$ cat src/rtl/if_id_queue.sv
// Fetch->decode instruction queue with valid/ready on both sides.
// Flush and reset empty the queue; an empty queue presents a NOP bubble.
module if_id_queue #(
  parameter int unsigned          word_width = 32,
  parameter int unsigned          depth      = 2,
  parameter logic [word_width-1:0] nop_instr = 32'h00000013
) (
  input  logic                         clk,
  input  logic                         reset,
  input  logic                         validF,
  output logic                         readyF,
  input  logic [word_width-1:0]        instrF,
  input  logic [word_width-1:0]        PCF,
  input  logic [word_width-1:0]        PCPlus4F,
  input  logic                         enableD,
  input  logic                         flushD,
  output logic                         validD,
  output logic [word_width-1:0]        instrD,
  output logic [word_width-1:0]        PCD,
  output logic [word_width-1:0]        PCPlus4D,
  output logic [$clog2(depth+1)-1:0]   countD
);

  localparam int unsigned CW = $clog2(depth + 1);
  localparam int unsigned PW = (depth > 1) ? $clog2(depth) : 1;
  localparam logic [CW-1:0] FULL = CW'(depth);
  localparam logic [PW-1:0] LAST = PW'(depth - 1);

  logic [word_width-1:0] instr_q [depth];
  logic [word_width-1:0] pc_q    [depth];
  logic [word_width-1:0] pc4_q   [depth];

  logic [PW-1:0] rd_q, rd_d;
  logic [PW-1:0] wr_q, wr_d;
  logic [CW-1:0] cnt_q, cnt_d;

  logic push, pop;

  assign readyF = (cnt_q < FULL);
  assign validD = (cnt_q != '0);
  assign push   = validF & readyF;
  assign pop    = validD & enableD;

  always_comb begin
    rd_d  = rd_q;
    wr_d  = wr_q;
    cnt_d = cnt_q;
    if (reset || flushD) begin
      rd_d  = '0;
      wr_d  = '0;
      cnt_d = '0;
    end else begin
      if (push) wr_d = (wr_q == LAST) ? '0 : wr_q + 1'b1;
      if (pop)  rd_d = (rd_q == LAST) ? '0 : rd_q + 1'b1;
      unique case ({push, pop})
        2'b10:   cnt_d = cnt_q + 1'b1;
        2'b01:   cnt_d = cnt_q - 1'b1;
        default: cnt_d = cnt_q;
      endcase
    end
  end

  always_ff @(posedge clk) begin
    if (reset) begin
      rd_q  <= '0;
      wr_q  <= '0;
      cnt_q <= '0;
    end else begin
      rd_q  <= rd_d;
      wr_q  <= wr_d;
      cnt_q <= cnt_d;
    end
  end

  // Storage needs no reset; only occupied slots are ever observed.
  always_ff @(posedge clk) begin
    if (push && !reset && !flushD) begin
      instr_q[wr_q] <= instrF;
      pc_q[wr_q]    <= PCF;
      pc4_q[wr_q]   <= PCPlus4F;
    end
  end

  assign instrD   = validD ? instr_q[rd_q] : nop_instr;
  assign PCD      = validD ? pc_q[rd_q]    : '0;
  assign PCPlus4D = validD ? pc4_q[rd_q]   : '0;
  assign countD   = cnt_q;

endmodule

$ cat config.mk
export PLATFORM = sky130hd
export DESIGN_NAME = if_id_queue
export DESIGN_NICKNAME = d
export VERILOG_FILES = /design/src/rtl/if_id_queue.sv
export SDC_FILE = /design/constraint.sdc
export NUM_CORES = 1
export LEC_CHECK = 0
export ABC_AREA = 1
export CORE_MARGIN = 8
export CORE_UTILIZATION = 43
export DETAILED_ROUTE_END_ITERATION = 12
export PLACE_DENSITY = 0.75
export SYNTH_ARGS = -nofsm -noshare
export SYNTH_HDL_FRONTEND = slang
export SYNTH_SLANG_ARGS = --single-unit
export TNS_END_PERCENT = 100
$ cat constraint.sdc
create_clock -name clk -period 7.5 [get_ports clk]
set_input_delay 0.75 -clock clk [delete_from_list [all_inputs] [get_ports clk]]
set_output_delay 0.75 -clock clk [all_outputs]
set_load 0.02 [all_outputs]
Yosys cells after proc, flatten, opt, wreduce, memory -nomap -nowiden

Memory sizes are Yosys's and may differ from the RTL's. A register that Yosys moved wholly into a read port is not among the register bits.
Index checks and enable logic that the tools add are counted.

Memories kept: 3
Logic and storage cells: 37
Output and inout port bits: 100
Input bits: 101
Register bits: 4
RAM bits: 192

Memory list:

| name    | depth | width | read ports | clocked after Yosys merged registers in | write ports | RTL line | text |
|---|---|---|---|---|---|---|---|
| instr_q | 2     | 32    | 1          | 1                                       | 1           | 29       | `logic [word_width-1:0] instr_q [depth];` |
| pc4_q   | 2     | 32    | 1          | 1                                       | 1           | 31       | `logic [word_width-1:0] pc4_q [depth];` |
| pc_q    | 2     | 32    | 1          | 1                                       | 1           | 30       | `logic [word_width-1:0] pc_q [depth];` |

Order comparisons: 1
Eq/ne operators: 2
Bitwise gates (word level): 2
Reductions and logical operators: 8
Multiplexer cells: 14
Add/sub/neg operators: 4

Operators with widths:

| kind                | count |
|---|---|
| $mux 32             | 3 |
| $mux 1              | 10 |
| $pmux 2 s2          | 1 |
| $reduce_bool 2->1   | 2 |
| $add 1x1->1 const B | 2 |
| $add 2x1->2 const B | 1 |
| $and 1x1->1         | 2 |
| $eq 2x1->1 const B  | 1 |
| $eq 2x2->1 const B  | 1 |
| $logic_and 1x1->1   | 2 |
| $logic_not 1->1     | 2 |
| $lt 2x2->1 const B  | 1 |
| $reduce_or 2->1     | 1 |
| $sub 2x1->2 const B | 1 |
| $logic_or 1x1->1    | 1 |

Logic depth before layout (Yosys ltp)

Gate-level depths: netlist of the first run.

Word-level depth: 6
Gate-level depth with buffers: 8
Depth with buffers taken out: 8

Worst setup path after synthesis of the first run

Ideal clock, no wire load.

Kind: input to register
Start point: input reset
End point: memory instr_q[1][0], enable pin
Slack: -0.671 ns
Stages: 3
Data required time: 6.832 ns
Arrival: 7.503 ns
Path buffers: 0
Cells stage by stage: nor2_1 > inv_1 > nor3_1

Cells in the longest elaborated chain, start to end: 5

Ends and longest elaborated chain:

| what                            | RTL line | text |
|---|---|---|
| start: declaration              | 9        | `input logic reset,` |
| $logic_not 1->1                 | 77       | `if (push && !reset && !flushD) begin` |
| $logic_and 1x1->1 (2 in series) | 77       |  |
| $mux 1                          | 77       |  |
| $mux 1 (implied by the code)    | 78       | `instr_q[wr_q] <= instrF;` |
| end: declaration                | 29       |  |

No other way between the ends.

Worst setup path in the final report of the first run

Start point: register cnt_q[1] (netlist: countD[1])
End point: output instrD[0]

Cells in the longest elaborated chain, start to end: 2

Ends and longest elaborated chain:

| what                     | RTL line | text |
|---|---|---|
| start: declaration       | 35       | `logic [CW-1:0] cnt_q, cnt_d;` |
| start signal: assignment | 71       | `cnt_q <= cnt_d;` |
| $reduce_bool 2->1        | 40       | `assign validD = (cnt_q != '0);` |
| $mux 32                  | 84       | `assign instrD = validD ? instr_q[rd_q] : nop_instr;` |
| end: declaration         | 18       | `output logic [word_width-1:0] instrD,` |

No other way between the ends.

==> results of run 1 <==
==> synthesized netlist by cell type <==
cell type | n | area [um^2]
ha_1 | 1 | 12.51
edfxtp_1 | 192 | 5766
o21ai_0 | 1 | 5.000
buf_2 | 13 | 65.06
inv_1 | 8 | 30.03
inv_4 | 1 | 6.260
nand4_1 | 1 | 6.260
nor2_1 | 10 | 37.54
buf_6 | 9 | 101.4
nand2_1 | 200 | 750.7
dfxtp_1 | 5 | 100.1
nand3_1 | 4 | 20.02
nor2_2 | 1 | 6.260
a21oi_1 | 95 | 475.5
nor3_1 | 1 | 5.000
buf_4 | 9 | 67.56
==> flip-flops by register name, indices dropped and copies added (netlist names), named ones only <==
name,cells
rd_q,1
countD,2
instr_q,64
pc_q,64
wr_q,1
pc4_q,64
==> metal layers <==
metal	vias up	share of wire, %	GRT usage [%]
met5	-	0	0
met4	0	1.7	5.864
met3	23	9.1	5.564
met2	174	50	25.46
met1	2302	39	18.15
li1	2323	-	-
==> through the flow <==
| step | total power (W) | util [%] |
|---|---|---|
| after global placement | 0.001471 | 55.95 |
| after global routing | 0.002395 | 59.25 |
| after CTS | 0.002336 | 59.25 |
| after floorplan | 0.001353 | - |
| after detailed placement | 0.001476 | 55.95 |
| final | 0.002317 | 59.25 |
==> worst paths after layout <==
check             startpoint         to  slack (ns)  cells past startpoint
setup reg to reg   countD[1]  countD[1]        4.79                      9
hold / removal          wr_q       wr_q        0.48                      2
setup / recovery   countD[1]  instrD[0]        3.57                      5
hold reg to reg         wr_q       wr_q        0.48                      2
==> kinds of logic (layout without fill, tap and decap cells) <==
logic type / after synthesis / in the layout / synth area share, %
compound gates: 96 / 96 / 6.445
fa+ha+maj: 1 / 1 / 0.1678
buf+inv: 40 / 247 / 3.625
flops: 197 / 197 / 78.68
simple gates: 217 / 217 / 11.08
==> area by class of cell <==
cell class	instances	area, um^2	area share, %
Clock inverter	12	128.9	1.271
Clock buffer	20	436.7	4.305
Timing Repair Buffer	206	2047	20.18
Sequential cell	197	5869	57.87
Tap cell	225	281.5	2.776
Multi-Input combinational cell	314	1343	13.24
Inverter	9	36.28	0.3578
==> where the power goes <==
part	internal (W)	total, W	switching, W
Combinational	0.000103	0.000213	0.000110
Clock	0.000492	0.000866	0.000375
Sequential	0.00123	0.00124	0.00000676
Total	0.00183	0.00232	0.000491
==> cells in the final DEF, fill, tap and decap left out <==
| master | netlist | layout |
|---|---|---|
| buf_4 | 9 | 6 |
| clkbuf_1 | 0 | 3 |
| inv_1 | 8 | 8 |
| edfxtp_1 | 192 | 192 |
| clkbuf_16 | 0 | 17 |
| o21ai_0 | 1 | 1 |
| nor2_1 | 10 | 9 |
| nor2_4 | 0 | 2 |
| dfxtp_4 | 0 | 1 |
| ha_1 | 1 | 1 |
| nand4_1 | 1 | 1 |
| clkinv_1 | 0 | 1 |
| clkdlybuf4s50_1 | 0 | 200 |
| dfxtp_1 | 5 | 4 |
| nand3_1 | 4 | 4 |
| inv_4 | 1 | 1 |
| nor3_4 | 0 | 1 |
| clkinvlp_4 | 0 | 2 |
| clkinv_2 | 0 | 3 |
| inv_6 | 0 | 2 |
| bufinv_16 | 0 | 2 |
| nand2_1 | 200 | 200 |
| a21oi_1 | 95 | 95 |
| clkinv_4 | 0 | 2 |
==> worst register-to-register path, stage by stage (launching register included) <==
cell and delay [ns]:
dfxtp_1 0.37, nor2_4 0.78, buf_4 0.65, nor2_1 0.16, ha_1 0.33, inv_1 0.08, nand2_1 0.06, nor2_1 0.08
nor2_1 0.05, nor2_1 0.09
==> qor.yml, run 1 <==
min_period_over_period_pct: 52.43
core_um2: 17120
design.die.area_um2: 21810
htreeDepth: 4
final_cell_area_um2: 10140
synth_cells: 551
first_pass_iters: 4
fmax_ghz: 0.2543
crit_slowest_cell: "nor2_4"
drt-initial-drc-count: 283
dpl_worst_slack_ns: 3.969
grt_max_degree: 97
worstPathMaxFanout: 51
clockBufferDepth: 2
port_buffers: 200
io_pins: 201
cp_top_family: "buffers and inverters"
syn_nets: 653
powerDensity_nw_per_um2: 228.4
cts.sinks: 197
post_cts.repair.setup_buffers: 0
nNetsFinal: 847
path_clk_slew_ns: 0.07
ys_types: 16
hp-class: "flip-flop to flip-flop"
relSlewSlack_pct: 34.49
start_util_pct: 43.55
drive_above_1_share_pct: 5.145
cts-root-buf: "clkbuf_16"
post-dp-hpwl_mm: 11.01
worstSetupStartpointType: "flip-flop"
cp.arrival_ns: 3.18
ys_ff_latch: 197
fillers: 1363
post_cts_resized: 0
rows: 48
globalRouteOverflowTotal: 0
antenna_cells: 0
hold_ws_ns: 0.4768
report.final.slew_viol_count: 0
syn_area_um2: 7455
yosysSeqAreaShare_pct: 78.68
crit_type: "flip-flop to primary output"
path_buf_inv: 3
cts_hold_buf: 0
track_usage_pct: 15.42
syn_area_per_cell_um2: 13.53
wl_per_cell_um: 17.08
final_hold_viol_count: 0
viasPerCell: 4.905
crit_chain: "nor2_4 -> buf_4 -> inv_1 -> nand3_1 -> clkdlybuf4s50_1"
via_count: 4822
die_w_um: 147.7
drcViolationCount: 0
worst_pin_slew_ns: 0.9803
final_cell_count_no_fill: 983
syn_to_final_growth_pct: 36.05
die-height_um: 147.7
cts_made_buffers: 17
gp_congestion: 0.7446
slowest_delay_ns: 0.78
antenna_found_initial: 0
postPlaceCellArea_um2: 9577
finalCriticalPeriod_ns: 3.932
maxCapViolations: 0
max-vdd-ir-drop_v: 0.0001560
p_leak_nw: 3.475
end_kind: "primary output"
post-place-cells: 951
antenna_left: 0
setup-tns-final_ns: 0
worst_slack_ns: 3.568
outcome: "finished, final reports clean"
first_global_vias: 5038
clk_latency_ns: 0.42
required_ns: 6.75
cts_tree: "done"
ys_warn_count: 0
grt_pass1_wl_mm: 26.19
drt_wl_total_mm: 16.79
clock_skew_ns: 0.008645
setup_violations: 0
rsz0062_at_grt: "no"
Note: power is estimated with default switching activity, not from simulation.
==> run 2, diff against run 1 <==
- clock period: 7.5 -> 3.2 ns (I/O delays scaled with it)
==> run 2 against run 1 <==
Against the previous run:
- final cell count rose by 0.41%
- hold slack got worse by 0.0081 ns
- global-route usage rose by 0.46 points
- clock power rose to 2.8 times the previous value
- die area did not move
- wire length rose by 2.4%
==> qor.yml, run 2 (synthesis gave the netlist of run 1 again) <==
outcome: "finished, final reports clean"
largestRegisters: "instr_q x64, pc4_q x64, pc_q x64"
io_pins: 201  # unchanged
hp-class: "flip-flop to flip-flop"
final_common_cell: "clkdlybuf4s50_1"
fin_util_pct: 60.24  # +0.99 points
grt_max_degree: 97  # unchanged
post_cts_resized: 0  # unchanged
antenna_left: 0  # unchanged
rsz0062_at_grt: "no"
cts.sinks: 197  # unchanged
drt-initial-drc-count: 310  # +9.5%
globalRouteOverflowTotal: 0  # unchanged
clockBufferDepth: 2  # unchanged
finalCriticalPeriod_ns: 2.695
grt_pass1_wl_mm: 27.05  # +3.3%
first_global_vias: 5170  # +2.6%
wl_per_cell_um: 17.42  # +2.0%
relSlewSlack_pct: 48.23  # +14 points
viasPerCell: 4.945  # +0.81%
rows: 48  # unchanged
required_ns: 2.88  # -3.87 ns
die-height_um: 147.7  # unchanged
post_cts.repair.setup_buffers: 0  # unchanged
start_util_pct: 43.55  # unchanged
post-dp-hpwl_mm: 11.52  # +4.7%
clk_latency_ns: 0.42  # about the same
setup_violations: 0  # unchanged
port_buffers: 200  # unchanged
first_pass_iters: 6  # +2
nNetsFinal: 851  # +0.47%
layout_common_cells: "clkdlybuf4s50_1, nand2_1, edfxtp_1"
gp_congestion: 0.7913  # +6.3%
report.final.slew_viol_count: 0  # unchanged
worst_pin_slew_ns: 0.7765  # -0.2038 ns
core_um2: 17120  # unchanged
min_period_over_period_pct: 84.20
dpl_worst_slack_ns: 0.9398  # -3.029 ns
cp.arrival_ns: 2.37  # -0.81 ns
p_leak_nw: 3.553  # +2.3%
fillers: 1279  # -6.2%
powerDensity_nw_per_um2: 561.9  # +150%
fmax_ghz: 0.3711
antenna_found_initial: 0  # unchanged
worstPathMaxFanout: 42  # -18%
max-vdd-ir-drop_v: 0.0004032  # +160%
drcViolationCount: 0  # unchanged
power_w: 0.005794  # +150%
track_usage_pct: 15.88  # +0.46 points
htreeDepth: 4  # unchanged
cts_hold_buf: 0  # unchanged
via_count: 4881  # +1.2%
die_w_um: 147.7  # unchanged
drt_wl_total_mm: 17.19  # +2.4%
setup-tns-final_ns: 0  # unchanged
final_hold_viol_count: 0  # unchanged
worst_slack_ns: 0.5055  # -3.062 ns
hold_ws_ns: 0.4688  # -0.008064 ns
syn_to_final_growth_pct: 38.32
cts-root-buf: "clkbuf_16"
maxCapViolations: 0  # unchanged
clock_skew_ns: 0.006553  # -0.002091 ns
design.die.area_um2: 21810  # unchanged
end_kind: "primary output"
path_clk_slew_ns: 0.07  # about the same
cts_made_buffers: 17  # unchanged
antenna_cells: 0  # unchanged
cts_tree: "done"
drive_above_1_share_pct: 6.693  # +1.5 points
worstSetupStartpointType: "flip-flop"
crit_type: "flip-flop to primary output"
-- run 2: changes by cell type in the layout (fill, tap and decap cells not counted), sizes merged --
cell and delta:
buf +4, bufinv +4, clkbuf -3, clkinv -2, clkinvlp -1, inv +2
-- run 2: final timing paths --
check / start / end / slack [ns] / depth (start not counted)
worst max-delay path: flip-flop / PCD[12] / 0.51 / 5
worst min-delay path: wr_q / wr_q / 0.47 / 2
worst max register to register: countD[1] / countD[1] / 1.19 / 9
worst min register to register: wr_q / wr_q / 0.47 / 2
-- run 2: cell type report --
class | count | area [um^2] | area share, %
Clock buffer | 17 | 425.4 | 4.126
Clock inverter | 15 | 247.7 | 2.403
Inverter | 9 | 41.29 | 0.4004
Multi-Input combinational cell | 314 | 1353 | 13.12
Sequential cell | 197 | 5873 | 56.96
Tap cell | 225 | 281.5 | 2.730
Timing Repair Buffer | 210 | 2090 | 20.26
-- run 2: stage by stage --
stage | cells | cell area, um^2
floorplan | 551 | 7492
global placement | 955 | 9638
detailed placement | 955 | 9638
CTS | 987 | 10310
global route | 987 | 10310
finish | 987 | 10310
-- run 2: where the power goes --
part	leakage [nW]	switching [W]	internal (W)
Combinational	1.44	0.000264	0.000245
Sequential	1.79	0.0000142	0.00288
Clock	0.328	0.000913	0.00148
Total	3.55	0.00119	0.00460
-- run 2: critical path, cell delays in order, from the launching register on --
cell and delay [ns]:
dfxtp_4 0.36, inv_4 0.33, buf_4 0.34, nand2_1 0.10, a21oi_1 0.17, clkdlybuf4s50_1 0.64
-- run 2: per-layer routing --
layer / up-vias / part of all wire [%] / GRT usage (%)
li1: 2332 / - / -
met2: 193 / 50 / 27.13
met3: 18 / 7.9 / 5.075
met5: - / 0 / 0
met1: 2338 / 40 / 18.60
met4: 0 / 1.3 / 5.303
==> patch 1: new RTL, flow settings as in run 2 <==
Make the reset (`reset`) asynchronous in one clocked block.
--- a/src/rtl/if_id_queue.sv
+++ b/src/rtl/if_id_queue.sv
@@ -62,3 +62,3 @@
 
-  always_ff @(posedge clk) begin
+  always_ff @(posedge clk or posedge reset) begin
     if (reset) begin
Check against the original RTL: differs if reset is asserted again (counterexample within 4 cycles, from zero or initial values and one cycle with reset high); with reset held inactive, the same outputs for 4 cycles.
==> patch 1 against run 2 <==
Routed wire length down 0.34%; final cell count down 0.10%; worst setup slack worse by 0.11 ns; area after synthesis down 0.49%; sequential cell count down 1; final area down 1.0%; combinational power down 6.9%; total power down 8.4%; sequential share of layout area up 0.54 points; critical path type unchanged.
==> patch 1: results (changes against run 2) <==
hold crit path type input pin to asynchronous set/reset pin; initial drt markers 300 (-3.2%); Worst Reg-to-Reg Cells 6 (-3); Synth cell types 17 (+1); Arr. time, crit path 2.48 ns (+0.11 ns); final setup skew 0.005638 ns (-0.0009152 ns); top post-synthesis cells by count 203 x nand2_1, 192 x edfxtp_1, 94 x a21oi_1; ratio of cells with drive above 1 in the final layout 5.921% (-0.77 points); Layout Nets 848 (-0.35%); total track usage 15.83% (-0.052 points); first-pass iteration count of the detailed router 4 (-2); Synth area leaders edfxtp_1 78%, nand2_1 10%, a21oi_1 6.3%, dfrtp_1 1.3%, buf_2 1.0%; cell-internal power 4.172 mW (-9.4%); Routed WL 17.14 mm (-0.34%); routability cong. 0.7923 (+0.13%); syn nets 651 (-0.31%); met3 Usage GRT 5.444% (+0.37 points); initial antenna violation count 1 (+1); setup slack, reg-to-reg 1.16 ns (-0.03 ns); Seq/Total Area, Yosys 79.07% (+0.38 points); grt met1 use 17.45% (-1.2 points); Final HPWL DP 11.23 mm (-2.5%); status completed; Setup crit end PCPlus4D[11]; static leakage 3.506 nW (-1.3%); ys async rst share 2.041% (+2.0 points)
[patch 1: cell type report]
| class | count | area (um^2) |
|---|---|---|
| fill | 1308 | 6849 |
| sequential | 196 | 5869 |
| timing repair buffer | 209 | 2132 |
| multi-input combinational | 315 | 1349 |
| clock buffer | 19 | 432.9 |
| tap | 225 | 281.5 |
| clock inverter | 13 | 108.9 |
| inverter | 8 | 31.28 |
| antenna | 1 | 2.502 |
[patch 1: logic make-up after synthesis]
family / Yosys count / synth area share [%]
buf+inv: 39 / 3.053
simple gates: 219 / 11.40
flops: 196 / 79.07
compound gates: 96 / 6.477
[patch 1: layer usage]
| metal | up-vias | routed length [um] |
|---|---|---|
| met5 | - | 0 |
| met4 | 0 | 214 |
| met3 | 13 | 1176 |
| met2 | 166 | 8954 |
| met1 | 2380 | 6791 |
| li1 | 2329 | - |
[patch 1: power groups by stage]
stage          clock (mW)  sequential, mW  combinational (mW)
3_5_place_dp            0            2.94               0.477
2_1_floorplan           0            2.94               0.188
5_1_grt              2.10            2.89               0.506
4_1_cts              2.00            2.89               0.480
6_report             1.95            2.89               0.473
3_3_place_gp            0            2.94               0.468
[patch 1: through the flow]
step                      TNS [ns]  setup WS [ns]  std cells  util, %  instance area [um^2]
final                            0         0.3966        986    59.84                 10210
after global routing             0         0.2686        986    59.84                 10210
after CTS                        0         0.3716        985    59.83                 10200
after floorplan            -125.01        -0.6511        550        -                  7423
after detailed placement         0         0.7404        953    56.65                  9663
after global placement           0         0.8355        953    56.65                  9663
[patch 1: critical path, cell delays in order (launching register included)]
cell	delay, ns
dfrtp_4	0.50
clkinv_2	0.23
buf_4	0.37
nand2_1	0.08
a21oi_1	0.22
clkdlybuf4s50_1	0.65
==> patch 2: new RTL, flow settings as in run 2 <==
Without the edit above. `word_width`: 32 -> 64.
--- a/src/rtl/if_id_queue.sv
+++ b/src/rtl/if_id_queue.sv
@@ -3,3 +3,3 @@
 module if_id_queue #(
-  parameter int unsigned          word_width = 32,
+  parameter int unsigned          word_width = 64,
   parameter int unsigned          depth      = 2,
Ports: changed (6 resized); port bits go from 201 to 393. The function was not compared with the original's and may differ.
==> patch 2 against run 2 <==
Total power rose by 100%; synthesized cell count is 93% higher; area after synthesis grew 97%; worst setup slack got worse by 0.22 ns; count of clock-buffer cells in the layout up 31; sequential power grew 98%; clock skew increased by 0.0070 ns; fmax shrank 7.7%; routed wire length increased by 130%; final area increased by 99%; worst hold slack worse by 0.10 ns; sequential cell count is 192 higher; critical path type unchanged.
==> patch 2: results (changes against run 2) <==
status completed; hold path start PCPlus4F[57]; Arr. time, crit path 2.60 ns (+0.23 ns); largest net degree at the start of global routing 102 (+5.2%); total track usage 18.39% (+2.5 points); vias in the first global route 9974 (+93%); post-CTS resize count 0 (unchanged); global-route wire length before repair 58.31 mm (+120%); Buffers on Ports 392 (+96%); Routed WL 38.89 mm (+130%); Layout Nets 1655 (+94%); EDFF count, synth 384 (+100%); syn nets 1261 (+93%); CTS max path bufs 3 (+1); WHS Path Cells 1 (-1); static leakage 7.036 nW (+98%); slew margin rel. 56.24% (+8.0 points); top post-synthesis cells by count 392 x nand2_1, 384 x edfxtp_1, 191 x a21oi_1; final setup skew 0.01357 ns (+0.007018 ns); routability cong. 0.7998 (+1.1%); Fin Hold WS 0.3648 ns (-0.1039 ns); Final HPWL DP 25.35 mm (+120%); warnings from Yosys 0 (unchanged); CTS Buf Count 41 (+24); Worst Reg-to-Reg Cells 9 (unchanged); Worst Path Max Fanout 73 (+74%); H-Tree Depth 2 (-2); hold endpoint pc4_q[0][57]$_DFFE_PP_; Seq/Total Area, Yosys 79.36% (+0.67 points); worst skew pair latency 0.53 ns (+0.11 ns); initial antenna violation count 6 (+6); Sw Pwr 2.437 mW (+100%); post-place instance area 19040 um^2 (+98%); setup slack, reg-to-reg 1.21 ns (+0.02 ns); Synth area leaders edfxtp_1 79%, nand2_1 10%, a21oi_1 6.5%, buf_6 1.6%, buf_2 1.1%; hold crit path type input pin to flop; maximum vdd drop 0.4576 mV (+13%); ratio of cells with drive above 1 in the final layout 6.317% (-0.38 points); clock-pin slew on the worst setup and hold paths roughly 0.060 ns; initial drt markers 582 (+88%); largest registers instr_q x128, pc4_q x128, pc_q x128; reg2reg end countD[1]$_SDFFE_PP0P_; first-pass iteration count of the detailed router 4 (-2); vias per cell 5.044 (+2.0%); Post-CTS Setup Inserts 0 (unchanged); # fillers 2532 (+98%)
-- patch 2: cell types whose count changed in the layout (fill, tap and decap cells not counted), moves of 5 or more --
cell	before	now
a21oi_1	95	191
buf_12	1	12
clkbuf_1	0	5
clkbuf_16	17	43
clkdlybuf4s50_1	200	392
clkinv_1	1	8
edfxtp_1	192	384
nand2_1	199	391
-- patch 2: final cells by class --
type	instances	area, um^2	area share [%]
Antenna cell	1	2.502	0.01223
Tap cell	448	560.5	2.739
Timing Repair Buffer	414	4239	20.71
Inverter	9	43.79	0.2139
Clock inverter	26	332.8	1.626
Sequential cell	389	11640	56.86
Multi-Input combinational cell	602	2556	12.49
Clock buffer	48	1095	5.349
-- patch 2: power groups by stage --
stage	sequential (mW)	combinational [mW]	clock, mW
6_report	5.73	1.03	4.97
5_1_grt	5.74	1.09	5.25
4_1_cts	5.73	1.04	5.08
3_5_place_dp	5.84	1.03	0
3_3_place_gp	5.84	1.01	0
2_1_floorplan	5.85	0.404	0
-- patch 2: cell families (layout without fill, tap and decap cells) --
kind of cell    count (synthesis)  after routing  share of synthesized area (%)
simple gates                  409            409                          10.55
flops                         389            389                          79.36
fa+ha+maj                       1              1                        0.08535
buf+inv                        72            497                          3.449
compound gates                192            192                          6.556
other cells                     0              1                              0
-- patch 2: worst max path at each step --
stage,start,slack [ns],end
after floorplan,countD[1]$_SDFFE_PP0P_,-2.34,instr_q[1][0]$_DFFE_PP_
after global placement,flop,0.84,instrD[21]
after detailed placement,flop,0.82,instrD[21]
after CTS,flop,0.25,instrD[21]
after global routing,flop,0.13,PCD[25]
final,flop,0.28,PCD[25]
-- patch 2: through the flow --
stage          instances  setup slack (ns)  setup TNS (ns)
6_report            1937            0.2806               0
5_1_grt             1937            0.1320               0
4_1_cts             1936            0.2487               0
3_5_place_dp        1862            0.8232               0
3_3_place_gp        1862            0.8423               0
2_1_floorplan       1063            -2.337         -579.43
-- patch 2: routing by layer --
metal	global-route usage [%]	routed length [um]	vias to the layer above	part of all wire (%)
met5	0	65	-	0.17
met4	4.599	806	10	2.1
met2	30.60	18890	448	49
li1	-	-	4547	-
met3	8.230	4551	58	12
met1	21.53	14570	4707	37
-- patch 2: critical path, stage by stage (launching register included) --
cell	delay, ns
dfxtp_4	0.45
inv_6	0.23
buf_12	0.32
nand2_1	0.09
a21oi_1	0.25
clkdlybuf4s50_1	0.66
